File: config.mk
export PLATFORM = sky130hd
export DESIGN_NAME = apb_cmd_arbiter
export DESIGN_NICKNAME = d
export VERILOG_FILES = /design/src/rtl/apb_bridge_pkg.sv /design/src/rtl/apb_owner_fifo.sv /design/src/rtl/apb_cmd_arbiter.sv
export SDC_FILE = /design/constraint.sdc
export NUM_CORES = 1
export LEC_CHECK = 0
export ABC_AREA = 1
export BUFFER_PORTS_ARGS = -buffer_cell sky130_fd_sc_hd__buf_4
export CAP_MARGIN = 0
export CORE_ASPECT_RATIO = 0.75
export CORE_MARGIN = 2
export CORE_UTILIZATION = 42
export DETAILED_ROUTE_END_ITERATION = 16
export PLACE_DENSITY = 0.78
export SLEW_MARGIN = 25
export SYNTH_ARGS = -nofsm -noshare
export SYNTH_HDL_FRONTEND = slang
export SYNTH_HIERARCHICAL = 1
export SYNTH_SLANG_ARGS = --single-unit
export TNS_END_PERCENT = 20
File: constraint.sdc
create_clock -name pclk -period 2.9 [get_ports pclk]
set_clock_uncertainty 0.1 [all_clocks]
set_input_delay 0.435 -clock pclk [delete_from_list [all_inputs] [get_ports pclk]]
set_output_delay 0.435 -clock pclk [all_outputs]
set_load 0.02 [all_outputs]
File: src/rtl/apb_bridge_pkg.sv
// apb_bridge_pkg: shared ctrl-word layout and arbiter state encoding for the APB bridge.
package apb_bridge_pkg;
  localparam int CTRL_W         = 41;
  localparam int CTRL_WRITE_BIT = 40;
  localparam int CTRL_ID_MSB    = 39;
  localparam int CTRL_ID_LSB    = 32;
  localparam int CTRL_ADDR_MSB  = 31;
  localparam int CTRL_ADDR_LSB  = 0;
  typedef enum logic {ARB, PUSH} arb_state_e;
endpackage

File: src/rtl/apb_owner_fifo.sv
// apb_owner_fifo: in-order record of which requester owns each outstanding read.
module apb_owner_fifo #(
  parameter int W     = 1,
  parameter int DEPTH = 4
) (
  input  logic         pclk,
  input  logic         resetn,
  input  logic         push_i,
  input  logic [W-1:0] din_i,
  input  logic         pop_i,
  output logic [W-1:0] dout_o,
  output logic         full_o,
  output logic         empty_o
);
  localparam int AW = $clog2(DEPTH);
  logic [W-1:0] mem_q [DEPTH];
  logic [AW-1:0] wr_q, rd_q;
  logic [AW:0] cnt_q;
  logic do_push, do_pop;
  assign full_o  = cnt_q == (AW+1)'(DEPTH);
  assign empty_o = cnt_q == '0;
  assign dout_o  = mem_q[rd_q];
  // a push into a full FIFO is only legal when the head leaves in the same cycle
  assign do_push = push_i & (!full_o | pop_i);
  assign do_pop  = pop_i & !empty_o;
  always_ff @(posedge pclk or negedge resetn)
    if (!resetn) begin
      wr_q  <= '0;
      rd_q  <= '0;
      cnt_q <= '0;
    end else begin
      wr_q  <= do_push ? wr_q + 1'b1 : wr_q;
      rd_q  <= do_pop ? rd_q + 1'b1 : rd_q;
      cnt_q <= cnt_q + (AW+1)'(do_push) - (AW+1)'(do_pop);
    end
  always_ff @(posedge pclk)
    if (do_push) mem_q[wr_q] <= din_i;
endmodule

File: src/rtl/apb_cmd_arbiter.sv
// apb_cmd_arbiter: shares one APB master FSM between NUM_REQ requesters and routes read data back.
// Optional APB_ARB_STRICT_PRIO_EN selects fixed lowest-index priority instead of round-robin.
module apb_cmd_arbiter
  import apb_bridge_pkg::*;
#(
  parameter int NUM_REQ    = 2,
  parameter int DATA_WIDTH = 32,
  parameter int TAG_DEPTH  = 4
) (
  input  logic                          pclk,
  input  logic                          resetn,
  input  logic [NUM_REQ-1:0]            req_valid,
  input  logic [NUM_REQ-1:0]            req_write,
  input  logic [NUM_REQ*32-1:0]         req_addr,
  input  logic [NUM_REQ*DATA_WIDTH-1:0] req_wdata,
  output logic [NUM_REQ-1:0]            req_ready,
  output logic                          ctrl_wen,
  output logic [CTRL_W-1:0]             ctrl_wdata,
  input  logic                          ctrl_full,
  output logic                          ahb_data_wen,
  output logic [DATA_WIDTH-1:0]         ahb_data_wdata,
  input  logic                          ahb_data_full,
  output logic                          apb_data_ren,
  input  logic [DATA_WIDTH-1:0]         apb_data_rdata,
  input  logic                          apb_data_empty,
  output logic [NUM_REQ-1:0]            rsp_valid,
  output logic [DATA_WIDTH-1:0]         rsp_rdata,
  output logic                          busy
);
  localparam int IDW = $clog2(NUM_REQ);
  arb_state_e state_q, state_d;
  logic [IDW-1:0] rr_q, rr_d, win_q, win_d, win, of_dout;
  logic wr_q, wr_d, found, ren_q, pop, of_full, of_empty;
  logic [31:0] addr_q, addr_d;
  logic [DATA_WIDTH-1:0] wdata_q, wdata_d, rsp_rdata_q;
  logic [NUM_REQ-1:0] elig, rsp_valid_q;
  always_comb begin
    elig = '0;
    for (int i = 0; i < NUM_REQ; i++)
      elig[i] = req_valid[i] & !ctrl_full & (req_write[i] ? !ahb_data_full : !of_full);
    found = 1'b0;
    win   = '0;
    // scanning from rr_q also gives lowest-index priority when rr_q is held at 0
    for (int k = 0; k < NUM_REQ; k++)
      if (!found && elig[(int'(rr_q) + k) % NUM_REQ]) begin
        found = 1'b1;
        win   = IDW'((int'(rr_q) + k) % NUM_REQ);
      end
  end
  always_comb begin
    state_d   = state_q;
    rr_d      = rr_q;
    win_d     = win_q;
    wr_d      = wr_q;
    addr_d    = addr_q;
    wdata_d   = wdata_q;
    req_ready = '0;
    if (state_q == ARB) begin
      if (found) begin
        req_ready[win] = 1'b1;
        state_d        = PUSH;
        win_d          = win;
        wr_d           = req_write[win];
        addr_d         = req_addr[32*int'(win) +: 32];
        wdata_d        = req_wdata[DATA_WIDTH*int'(win) +: DATA_WIDTH];
      end
    end else begin
      state_d = ARB;
`ifdef APB_ARB_STRICT_PRIO_EN
      rr_d    = '0;
`else
      rr_d    = (int'(win_q) == NUM_REQ - 1) ? '0 : win_q + 1'b1;
`endif
    end
  end
  always_ff @(posedge pclk or negedge resetn)
    if (!resetn) begin
      state_q     <= ARB;
      rr_q        <= '0;
      win_q       <= '0;
      wr_q        <= 1'b0;
      addr_q      <= '0;
      wdata_q     <= '0;
      ren_q       <= 1'b0;
      rsp_valid_q <= '0;
      rsp_rdata_q <= '0;
    end else begin
      state_q     <= state_d;
      rr_q        <= rr_d;
      win_q       <= win_d;
      wr_q        <= wr_d;
      addr_q      <= addr_d;
      wdata_q     <= wdata_d;
      ren_q       <= pop;
      rsp_valid_q <= pop ? NUM_REQ'(1) << of_dout : '0;
      rsp_rdata_q <= pop ? apb_data_rdata : rsp_rdata_q;
    end
  always_comb begin
    ctrl_wdata                              = '0;
    ctrl_wdata[CTRL_WRITE_BIT]              = wr_q;
    ctrl_wdata[CTRL_ID_MSB:CTRL_ID_LSB]     = 8'(win_q);
    ctrl_wdata[CTRL_ADDR_MSB:CTRL_ADDR_LSB] = addr_q;
  end
  assign ctrl_wen       = state_q == PUSH;
  assign ahb_data_wen   = ctrl_wen & wr_q;
  assign ahb_data_wdata = wdata_q;
  // read data with no recorded owner is left in the FIFO rather than misrouted
  assign pop            = !apb_data_empty & !of_empty & !ren_q;
  assign apb_data_ren   = pop;
  assign rsp_valid      = rsp_valid_q;
  assign rsp_rdata      = rsp_rdata_q;
  assign busy           = ctrl_wen | !of_empty;
  apb_owner_fifo #(.W(IDW), .DEPTH(TAG_DEPTH)) u_owner_fifo (
    .pclk    (pclk),
    .resetn  (resetn),
    .push_i  (ctrl_wen & !wr_q),
    .din_i   (win_q),
    .pop_i   (pop),
    .dout_o  (of_dout),
    .full_o  (of_full),
    .empty_o (of_empty)
  );
  a_orphan_rdata: assert property (@(posedge pclk) disable iff (!resetn) !(!apb_data_empty && of_empty));
endmodule

---- Word-level counts from Yosys, hierarchy flattened ----
Memory sizes are Yosys's and may differ from the RTL's.
Index checks and enable logic that the tools add are counted.
cells by class
  equality and inequality tests ........... 1
  bitwise logic cells ..................... 14
  $add $sub $neg .......................... 6
  $lt $le $gt $ge ......................... 4
  multiplexer cells ....................... 23
  reduce and logical (&&, ||, !) cells .... 12
  shift-type cells ........................ 3
operators with widths
  operator               number
  $shiftx A64 B7 Y32     2
  $mux W1                19
  $and A1 B1 Y1          10
  $logic_not A1 Y1       8
  $mux W2                3
  $add A2 B1 Y2 const B  2
  $lt A1 B2 Y1 const B   2
  $add A3 B1 Y3          1
  $eq A3 B3 Y1 const B   1
  $logic_not A3 Y1       1
  $lt A2 B3 Y1 const B   1
  $sub A3 B1 Y3          1
  $add A1 B1 Y1 const B  2
  $logic_and A1 B1 Y1    2
  $or A1 B1 Y1           2
  $reduce_and A2 Y1      1
  $shl A1 B1 Y2 const A  1
  $and A1 B1 Y1 const A  1
  $demux W1 S1           1
  $ge A1 B1 Y1 const B   1
  $not A1 Y1             1
word-level totals
  output and inout port bits .............. 113
  bits in registers ....................... 110
  logic and storage cells ................. 76
  RAM bits ................................ 4
  input bits .............................. 169
  memories ................................ 1
memory list
  memory              depth  bits a word  rd ports  clocked after Yosys merged registers in  write ports  line                  RTL
  u_owner_fifo.mem_q  4      1            1         0                                        1            apb_owner_fifo.sv:16  logic [W-1:0] mem_q [DEPTH];

---- Depth between registers and ports, before layout ----
Gate-level depths: netlist of run 1.
  word-level depth ........................ 16
  gate-level depth with buffers ........... 16
  gate-level depth less buffers ........... 15

---- By module ----
Netlist of run 1, hierarchy kept.
by module, submodules not included
  module           area each (µm²)  sequential area each (µm²)  cells an instance  instances
  apb_cmd_arbiter  4924.7           2577.5                      676                1
  apb_owner_fifo   613.1            295.3                       69                 1

---- Worst setup path before layout of run 1 ----
No wires, ideal clock.
  path type ............................... register to register
  from .................................... reg u_owner_fifo.cnt_q[1]
  to ...................................... reg u_owner_fifo.cnt_q[2]
  clock period less this slack ............ 3.152 ns
  arrival ................................. 2.936 ns
  data required time ...................... 2.683 ns
  path slack .............................. -0.252 ns
  library setup time ...................... 0.117 ns
  buffers on the path ..................... 1
  cell stages (with the launch flop) ...... 17
  path through ............................ dfrtp_1 > nor2_2 > nand2_1 > inv_1 > nor3_2 > clkbuf_1 > inv_1 > nand3_2 > nand2_4 > ha_1 > inv_1 > ha_1 > fa_1 > xnor2_1 > inv_1 > nand2_1 > nand2_1
between the ends
  cells in the longest elaborated chain, start to end .. 8
  elaborated cells between the ends (all ways) .. 11
  those cells by class .................... add/sub (2); eq/ne (1); bitwise (5); reduce/logical (3)
ends and longest elaborated chain
  element                         line                    RTL
  start: declaration              apb_owner_fifo.sv:18    logic [AW:0] cnt_q;
  start signal: assignment        apb_owner_fifo.sv:34    cnt_q <= cnt_q + (AW+1)'(do_push) - (AW+1)'(do_pop);
  $logic_not A3 Y1 (*)            apb_owner_fifo.sv:21    assign empty_o = cnt_q == '0;
  named net of_empty              apb_cmd_arbiter.sv:33   logic wr_q, wr_d, found, ren_q, pop, of_full, of_empty;
  $logic_not A1 Y1 (*)            apb_cmd_arbiter.sv:108  assign pop = !apb_data_empty & !of_empty & !ren_q;
  $and A1 B1 Y1 (*) (2 in a row)  apb_cmd_arbiter.sv:108
  named net apb_data_ren          apb_cmd_arbiter.sv:23   output logic apb_data_ren,
  $or A1 B1 Y1                    apb_owner_fifo.sv:24    assign do_push = push_i & (!full_o | pop_i);
  $and A1 B1 Y1                   apb_owner_fifo.sv:24
  $add A3 B1 Y3                   apb_owner_fifo.sv:34
  $sub A3 B1 Y3 (*)               apb_owner_fifo.sv:34
The timed path passes the listed nets; every way through them passes the cells marked *.
A chain may end at the register's enable or synchronous reset.

---- Worst setup path after layout of run 1 ----
  from .................................... reg u_owner_fifo.cnt_q[1]
  to ...................................... out req_ready[0]
between the ends
  cells in the longest elaborated chain, start to end .. 16
  elaborated cells between the ends (all ways) .. 24
  those cells by class .................... order compare (2); eq/ne (1); mux (15); bitwise (2); reduce/logical (4)
ends and longest elaborated chain
  element                                                             line                   RTL
  $eq A3 B3 Y1 (*)                                                    apb_owner_fifo.sv:20   assign full_o = cnt_q == (AW+1)'(DEPTH);
  named net of_full                                                   apb_cmd_arbiter.sv:33
  $logic_not A1 Y1 (*)                                                apb_cmd_arbiter.sv:40  elig[i] = req_valid[i] & !ctrl_full & (req_write[i] ? !ahb_data_full : !of_full);
  $mux W1                                                             apb_cmd_arbiter.sv:40
  $and A1 B1 Y1                                                       apb_cmd_arbiter.sv:40
  $mux W1 (not written as such) (2 in a row)                          apb_cmd_arbiter.sv:45  if (!found && elig[(int'(rr_q) + k) % NUM_REQ]) begin
  $mux W1                                                             apb_cmd_arbiter.sv:45
  $logic_not A1 Y1                                                    apb_cmd_arbiter.sv:45
  $logic_and A1 B1 Y1                                                 apb_cmd_arbiter.sv:45
  $mux W1                                                             apb_cmd_arbiter.sv:45
  $lt A1 B2 Y1 (not written as such) or $ge A1 B1 Y1 (tied branches)  apb_cmd_arbiter.sv:60  req_ready[win] = 1'b1;
  $logic_and A1 B1 Y1 (not written as such)                           apb_cmd_arbiter.sv:60
  $mux W1 (not written as such)                                       apb_cmd_arbiter.sv:60
  $demux W1 S1                                                        apb_cmd_arbiter.sv:60
  $mux W2 (*)                                                         apb_cmd_arbiter.sv:59  if (found) begin
  $mux W2 (*)                                                         apb_cmd_arbiter.sv:58  if (state_q == ARB) begin
  end: declaration                                                    apb_cmd_arbiter.sv:16  output logic [NUM_REQ-1:0] req_ready,
The timed path passes the listed nets; every way through them passes the cells marked *. The select of a mux whose other input is x is not followed.

==> flow_results.org, run 1 <==
** Synth
- Post-Syn Area :: roughly 5500 um2
- Synthesis produced about 750 cells.
- Share of synthesized area occupied by flip-flops and latches :: between 50% and 60%
- Counting distinct cell types in the post-synthesis netlist gives 25.
- Each instance of the synthesized netlist takes up on average between 7 and 8 um2.
- In this run, synthesis produced a sequential element count of 114.
- During synthesis, Yosys emitted a total of 6 warnings.

** Timing
- Worst slew pin tran :: approximately 0.7 ns
- After layout, the minimum clock period comes to between 2 and 3 ns.
- Max Freq :: ~370 MHz
- Max Slew Vio Count :: 0
- Setup repair after global routing left no endpoint under its margin.
- Share of the clock period used by the worst path after layout :: 93.3%
- Setup violations remaining at the end of the flow were counted as 0.
- Number of hold violations in the final report :: 0
- Hold is met by about 0.11 ns.
- Final-layout setup total negative slack :: 0 ns
- In this run the tightest slew margin relative to its limit is around 54%.

** Worst setup path
- The worst setup path is captured at an output pin.
- STA classifies the critical path startpoint as a flop.
- The worst setup path is of the flop to output pin kind.
- Arrival time at the worst endpoint :: 2.17 ns
- Data on the critical path is required at its endpoint by around 2.4 ns.
- Largest driver fanout on the critical path :: 43

** Drt
- The first detailed-routing pass took 5 iterations.
- In the final routed layout, each cell accounts on average for between 10 and 15 um.
- After the first detailed-routing iteration, the DRC count stood at about 180.
- Summing over every cut layer, the via total after detailed routing is 5515.
- DRC violation count after routing :: 0
- The final layout contains routed wiring with a total length of 15800 um.
- The count of nets left with antenna violations once routing finished came out at 0.
- Post-detailed-route via-to-cell ratio :: approximately 4.6

** Final layout
- Layout net count :: about 1200
- Antenna Diode Count :: 0
- In the final layout, the multi-input gates occupy 2320 um2.
- Most common cell after layout, fill and taps aside :: sky130_fd_sc_hd__nand2_1
- In the final layout, flip-flops and latches occupy between 2000 and 3000 um2.
- Final core occ :: a little under two thirds
- Fill cell count :: ~1100
- Share of layout cells above drive strength 1 :: 32.2%
- Compared with the post-synthesis result, the final layout area differs by 49.3%.
- Commonest cells after routing, fill and taps aside :: sky130_fd_sc_hd__nand2_1 (448), sky130_fd_sc_hd__buf_4 (283), sky130_fd_sc_hd__dfrtp_1 (110)

** Global routing
- Summed over all layers, the global routing overflow is 0.
- For this run, the total global-route usage over all layers was measured as approximately 22%.
- Entering global routing, the biggest net connects 67 pins.
- The via count of the first global-routing pass is around 5000.
- Initial antenna violation count :: 0
- Wire length of the first global-routing pass :: around 24000 um

** Floorplanning
- The die is 137 um wide.
- Vertical extent of the die :: 103 um
- Std-Cell Core Area :: ~13000 um2
- The die covers 14100 um2.
- For this design the top-level I/O count stands at between 200 and 300.
- Effective utilization at floorplan :: a little over two fifths
- Placement row count :: 36

** Placement
- In this run the tool buffered the top-level ports with around 270 buffer cells.
- Gp weighted congestion :: 0.804
- Detailed-placement wirelength estimate :: around 11000 um

** Clock network
- Clock buffer count from CTS :: 17
- Buffers added to address setup during post-CTS repair amount to 0.
- Cell chosen for the clock root :: sky130_fd_sc_hd__clkbuf_16
- Sink Count :: around 110
- The longest clock path from root to sink contains 2 buffers.
- Clk Latency, worst-skew pair :: approximately 0.40 ns
- Clock tree from TritonCTS :: done
- The H-tree was split into 4 levels.
- Clock transition at path regs :: roughly 0.050 ns

** Pwr
- VDD IR max :: roughly 0.00054 V
- Dividing total power by cell area gives a power density of roughly 940 nW/um2.
- For this design the static power due to leakage is ~4.8 nW.

** Run
- Max-cap violations in this run came to 0.

** Worst hold path
- Type of the worst min-delay path :: primary input to flop

** Run status
- The run finished with clean final reports.
==> final timing paths <==
check,start,end,slack (ns),cells after the start
setup / recovery,u_owner_fifo/cnt_q[1]$_DFF_PN0_,req_ready[0],0.19,6
hold / removal,apb_data_empty,ren_q$_DFF_PN0_,0.11,2
setup reg to reg,u_owner_fifo/cnt_q[1]$_DFF_PN0_,u_owner_fifo/cnt_q[2]$_DFF_PN0_,0.25,15
hold reg to reg,ren_q$_DFF_PN0_,ren_q$_DFF_PN0_,0.36,1
max in group asynchronous,resetn,addr_q[9]$_DFFE_PN0P_,1.58,3
min in group asynchronous,resetn,rsp_rdata[30]$_DFFE_PN0N_,0.42,2
==> cells in the mapped netlist <==
cell | instances | area share [%]
sky130_fd_sc_hd__nand2_1 | 449 | 30
sky130_fd_sc_hd__dfrtp_1 | 110 | 50
sky130_fd_sc_hd__nand3_1 | 70 | 6.3
sky130_fd_sc_hd__inv_1 | 24 | 1.6
sky130_fd_sc_hd__buf_4 | 19 | 2.6
sky130_fd_sc_hd__buf_2 | 16 | 1.4
sky130_fd_sc_hd__clkbuf_1 | 14 | 0.95
sky130_fd_sc_hd__nor2_1 | 12 | 0.81
sky130_fd_sc_hd__ha_1 | 6 | 1.4
sky130_fd_sc_hd__o21ai_0 | 5 | 0.45
sky130_fd_sc_hd__edfxtp_1 | 4 | 2.2
sky130_fd_sc_hd__inv_2 | 3 | 0.20
sky130_fd_sc_hd__a21oi_1 | 1 | 0.090
sky130_fd_sc_hd__buf_1 | 1 | 0.068
sky130_fd_sc_hd__conb_1 | 1 | 0.068
sky130_fd_sc_hd__fa_1 | 1 | 0.36
sky130_fd_sc_hd__nand2_2 | 1 | 0.11
sky130_fd_sc_hd__nand2_4 | 1 | 0.20
sky130_fd_sc_hd__nand3_2 | 1 | 0.18
sky130_fd_sc_hd__nand4_1 | 1 | 0.11
sky130_fd_sc_hd__nor2_2 | 1 | 0.11
sky130_fd_sc_hd__nor2_4 | 1 | 0.20
sky130_fd_sc_hd__nor3_1 | 1 | 0.090
sky130_fd_sc_hd__nor3_2 | 1 | 0.18
sky130_fd_sc_hd__xnor2_1 | 1 | 0.16
==> power by group <==
| part | total (mW) | switching, mW | internal, mW |
|---|---|---|---|
| Clock | 1.98 | 0.765 | 1.21 |
| Sequential | 2.60 | 0.375 | 2.22 |
| Combinational | 3.17 | 1.88 | 1.29 |
==> flip-flops by register name (all words and copies together), names as in the netlist <==
name and cells:
u_owner_fifo/mem_q 4, wr_q 1, rsp_rdata 32, ren_q 1
rr_q 1, win_q 1, u_owner_fifo/rd_q 2, addr_q 32
u_owner_fifo/cnt_q 3, rsp_valid 2, ctrl_wen 1, ahb_data_wdata 32
u_owner_fifo/wr_q 2
==> repair_timing <==
item,in CTS,in global routing
hold endpoints to repair,31,0
setup endpoints to repair,0,2
gates resized for setup,0,2
hold buffers,1,0
==> cell families (layout without fill, tap and decap cells) <==
| kind of cell | count (synthesis) | in the layout | share of synthesized area (%) |
|---|---|---|---|
| AO/OA/AOI/OAI | 6 | 6 | 0.542 |
| XOR/XNOR | 1 | 1 | 0.158 |
| adder cells (fa/ha/maj) | 7 | 7 | 1.72 |
| buffers and inverters | 77 | 346 | 6.87 |
| flip-flops | 114 | 114 | 51.9 |
| other | 1 | 7 | 0.0677 |
| AND/OR/NAND/NOR | 539 | 539 | 38.8 |
==> stage by stage <==
stage,area (um2),std cells,worst slack (ns),total power [mW]
5_1_grt,8270,1191,0.0467,8.26
3_5_place_dp,7680,1158,0.238,5.81
3_3_place_gp,7680,1158,0.338,5.74
4_1_cts,8260,1191,0.106,7.83
6_report,8270,1191,0.195,7.74
2_1_floorplan,5560,751,0.0237,4.35
==> layout make-up <==
cell class | instances | share of cell area (%)
inverter | 27 | 1.26
tap | 171 | 2.59
sequential | 114 | 34.8
multi-input combinational | 560 | 28.1
timing repair buffer | 287 | 26.4
clock buffer | 18 | 5.31
clock inverter | 14 | 1.57
==> worst max-delay path: stages, from the launching register on <==
cell and delay [ns]:
sky130_fd_sc_hd__dfrtp_1 0.42, sky130_fd_sc_hd__nor3_1 0.31, sky130_fd_sc_hd__nand2_1 0.12, sky130_fd_sc_hd__nand4_1 0.21
sky130_fd_sc_hd__buf_6 0.34, sky130_fd_sc_hd__a21oi_1 0.17, sky130_fd_sc_hd__buf_4 0.19
==> metal layers <==
metal	GRT usage, %	up-vias	routed length (um)
li1	-	2787	-
met1	28.4	2511	6820
met2	35.3	199	7360
met3	7.75	18	1400
met4	7.53	0	227
met5	0	-	0
No activity file was read; power rests on OpenSTA's default activity.
==> inputs of run 2 (changes only) <==
Settings changed: CORE_MARGIN 2 to default.
==> run 2 against run 1 <==
  * Clock power increased by 2%
  * Combinational power about the same
  * Maximum frequency is 1.8% higher
  * Non-clock buffer count grew 1
  * Sequential power hardly changed
  * Die area fell by 3.4%
  * Clock-buffer cell count grew 2
  * Sequential share of layout area hardly changed
  * Critical path depth rose by 9
  * Critical endpoint is now u_owner_fifo/cnt_q[2]$_DFF_PN0_
  * Largest power group unchanged
==> flow_results.org, run 2 (synthesis results as in run 1) <==
** Run status
- Run status :: finished, final reports clean

** Final layout
- From synthesis to final layout, the design area changed by 49.5%.
- The final instance area came to 8280 um2 (+0.12%).
- The share of final-layout standard cells stronger than drive strength 1 came to 32.1% (about the same).
- Commonest cells after routing, fill and taps aside :: sky130_fd_sc_hd__nand2_1 (448), sky130_fd_sc_hd__buf_4 (285), sky130_fd_sc_hd__dfrtp_1 (110)
- Leaving out fill and tap cells, the most frequent cell in the layout is sky130_fd_sc_hd__nand2_1.
- The number of diodes is 0 (unchanged).
- The number of fill cells is 1141 (-0.088%).
- The fraction of the core area covered by cells at the end of the flow came to 65.9% (+1.9 points).
- The net total in the final layout is 1184 (+0.085%).
- The number of standard cells in the final layout excluding fillers came to 1187 (-0.34%).

** Placement
- The worst slack at placement is 0.248 ns (+0.0101 ns).
- Gp weighted congestion :: 0.805 (about the same)
- The total placed cells including tap cells is 1154 (-0.35%).
- The number of buffer cells added on primary ports is 274 (unchanged).
- Detailed-placement wirelength estimate :: 11500 um (+1.4%)
- The placed standard-cell area was 7680 um2 (about the same).

** Drt
- DRC violation count after routing :: 0 (unchanged)
- Drt first-iter violations :: 189 (+6.2%)
- The routed length per placed instance is 13.4 um (+1.2%).
- The wire length reported by the detailed router came to 15900 um (+0.90%).
- The routed via count was 5495 (-0.36%).
- Post-detailed-route via-to-cell ratio :: 4.63 (about the same)
- DR pass1 iterations :: 4 (-1)
- Remaining antenna violation count after routing :: 0 (unchanged)

** Timing
- Worst hold slack :: 0.137 ns (+0.0248 ns)
- Worst slew pin tran :: 0.588 ns (-0.0951 ns)
- The final total negative setup slack was 0 ns (unchanged).
- The post-route minimum period came to 2.66 ns (-0.0485 ns).
- Number of failing setup endpoints in the final timing report :: 0 (unchanged)
- Max Freq :: 376 MHz (+1.8%)
- The setup slack after layout was 0.243 ns (+0.0485 ns).
- The relative slew slack was 60.8% (+6.3 points).
- Unrepaired setup endpoints after global routing :: false
- The total count of hold-check failures in the final report is 0 (unchanged).
- The number of max-slew violations in the final report came to 0 (unchanged).
- Share of the clock period used by the worst path after layout :: 91.6% (-1.7 points)

** Worst hold path
- The instance count along the most critical hold path is 3 (+1).
- The startpoint identified for the worst hold timing path is apb_data_rdata[9].
- In this run the worst hold path is classified as primary input to flop.

** Pwr
- The total design power was 7.82 mW (+0.99%).
- Power Internal :: 4.81 mW (+1.9%)
- The switching power is 3.01 mW (-0.45%).
- Clk pwr share :: 25.9% (+0.4 points)
- Switching part of the total :: 38.4% (-0.56 points)
- The sequential share of power came to 33.4% (-0.2 points).
- The leakage power summed over all cells was 4.81 nW (about the same).
- VDD IR max :: 0.000599 V (+11%)
- Share of power burned in combinational logic :: 40.7% (-0.2 points)
- The power per cell area came to 945 nW/um2 (+0.87%).

** Worst setup path
- The worst endpoint required time came to 3.09 ns (+0.72 ns).
- Path type of the worst setup path :: flop to flop
- Arrival time at the worst endpoint :: 2.84 ns (+0.67 ns)
- The worst reg-to-reg path cell count came to 15 (unchanged).
- Reg2Reg Launch Point :: u_owner_fifo/cnt_q[1]$_DFF_PN0_
- The worst setup path is captured at a flop.
- The worst-case register-to-register setup slack is 0.24 ns (about the same).
- Launch point of the worst path :: u_owner_fifo/cnt_q[1]$_DFF_PN0_
- The critical-path maximum fanout was 7 (-84%).
- STA classifies the critical path startpoint as a flop.

** Floorplanning
- The overall die width was 135 um (-1.5%).
- The number of top-level design ports is 282 (unchanged).
- Effective utilization at floorplan :: 44.1% (+1.2 points)
- The height of the chip was 101 um (-1.9%).
- The number of placement rows is 35 (-2.8%).
- The placeable core region came to 12600 um2 (-2.8%).
- Die outline area :: 13700 um2 (-3.4%)

** Clock network
- The number of levels the H-tree was split into came to 4 (unchanged).
- The clock latency of the later-clocked register in the worst-skew pair came to 0.40 ns (about the same).
- Cell chosen for the clock root :: sky130_fd_sc_hd__clkbuf_16
- TritonCTS built the clock tree.
- The number of buffers inserted during clock tree synthesis came to 17 (unchanged).
- Sink Count :: 114 (unchanged)
- The clock transition at the registers of the reported paths is 0.05 ns (about the same).
- The maximum root-to-sink buffer count is 2 (unchanged).

** Global routing
- Total routing usage reported by global routing :: 24.1% (+2.0 points)
- The via count of the first global-routing pass is 5305 (+6.1%).
- The global-route wire length before repair came to 25500 um (+5.2%).
- The initial antenna violation count is 0 (unchanged).
- The global route total overflow came to 0 (unchanged).
- Largest net degree at the start of global routing :: 54 (-19%)
- The fraction of met3 tracks used by global routing was 7.76% (+0.0092 points).
- Layer carrying the most global-route usage :: met2
- Global routing met1 resource utilization :: 30.3% (+1.9 points)
- The met2 layer usage reported by global route came to 40.5% (+5.2 points).

** Run
- Max-cap violations :: 0 (unchanged)
==> run 2: changes by cell type in the layout (fill, tap and decap cells not counted), sizes merged <==
cell,change
inv,-5
clkbuf,+2
clkinvlp,+2
buf,+1
bufinv,+1
==> run 2: worst paths after layout <==
| kind | end |
|---|---|
| worst max register to register | u_owner_fifo/cnt_q[2]$_DFF_PN0_ |
| worst max-delay path | u_owner_fifo/cnt_q[2]$_DFF_PN0_ |
| worst min-delay path | rsp_rdata[9]$_DFFE_PN0N_ |
| min in group asynchronous | rsp_rdata[26]$_DFFE_PN0N_ |
| worst min register to register | rsp_rdata[11]$_DFFE_PN0N_ |
| max in group asynchronous | addr_q[18]$_DFFE_PN0P_ |
==> run 2: timing repair <==
item                       CTS  global route
buffers inserted             0             0
setup endpoints to repair    0             1
gates resized for setup      0             1
hold buffers                 1             0
hold endpoints to repair    11             0
==> run 2: power by group through the flow <==
stage	clock network, mW	logic, mW	registers [mW]
2_1_floorplan	0	1.09	3.26
3_3_place_gp	0	3.15	2.60
3_5_place_dp	0	3.21	2.61
4_1_cts	2.06	3.22	2.61
5_1_grt	2.16	3.50	2.68
6_report	2.02	3.19	2.61
==> run 2: critical path: stages (launching register included) <==
cell and delay (ns):
sky130_fd_sc_hd__dfrtp_1 0.43, sky130_fd_sc_hd__nor2_2 0.08, sky130_fd_sc_hd__nand2_1 0.12, sky130_fd_sc_hd__inv_1 0.10, sky130_fd_sc_hd__nor3_4 0.21, sky130_fd_sc_hd__inv_1 0.07
sky130_fd_sc_hd__nand3_2 0.11, sky130_fd_sc_hd__nand2_4 0.08, sky130_fd_sc_hd__ha_1 0.28, sky130_fd_sc_hd__inv_1 0.03, sky130_fd_sc_hd__ha_1 0.18, sky130_fd_sc_hd__fa_1 0.42
sky130_fd_sc_hd__xnor2_2 0.17, sky130_fd_sc_hd__inv_1 0.05, sky130_fd_sc_hd__nand2_1 0.06, sky130_fd_sc_hd__nand2_1 0.05
==> run 2: layer usage <==
| layer | wire [um] | share of wire, % |
|---|---|---|
| met1 | 6820 | 43 |
| met2 | 7870 | 49 |
| met3 | 1190 | 7.5 |
| met4 | 61 | 0.38 |
| met5 | 0 | 0 |
==> run 2: layout make-up <==
cell class / count / area, um2 / share of cell area [%]
clock buffer: 20 / 447 / 5.40
clock inverter: 12 / 135 / 1.63
inverter: 27 / 101 / 1.22
multi-input combinational: 560 / 2320 / 28.1
sequential: 114 / 2870 / 34.7
tap: 166 / 208 / 2.51
timing repair buffer: 288 / 2190 / 26.5
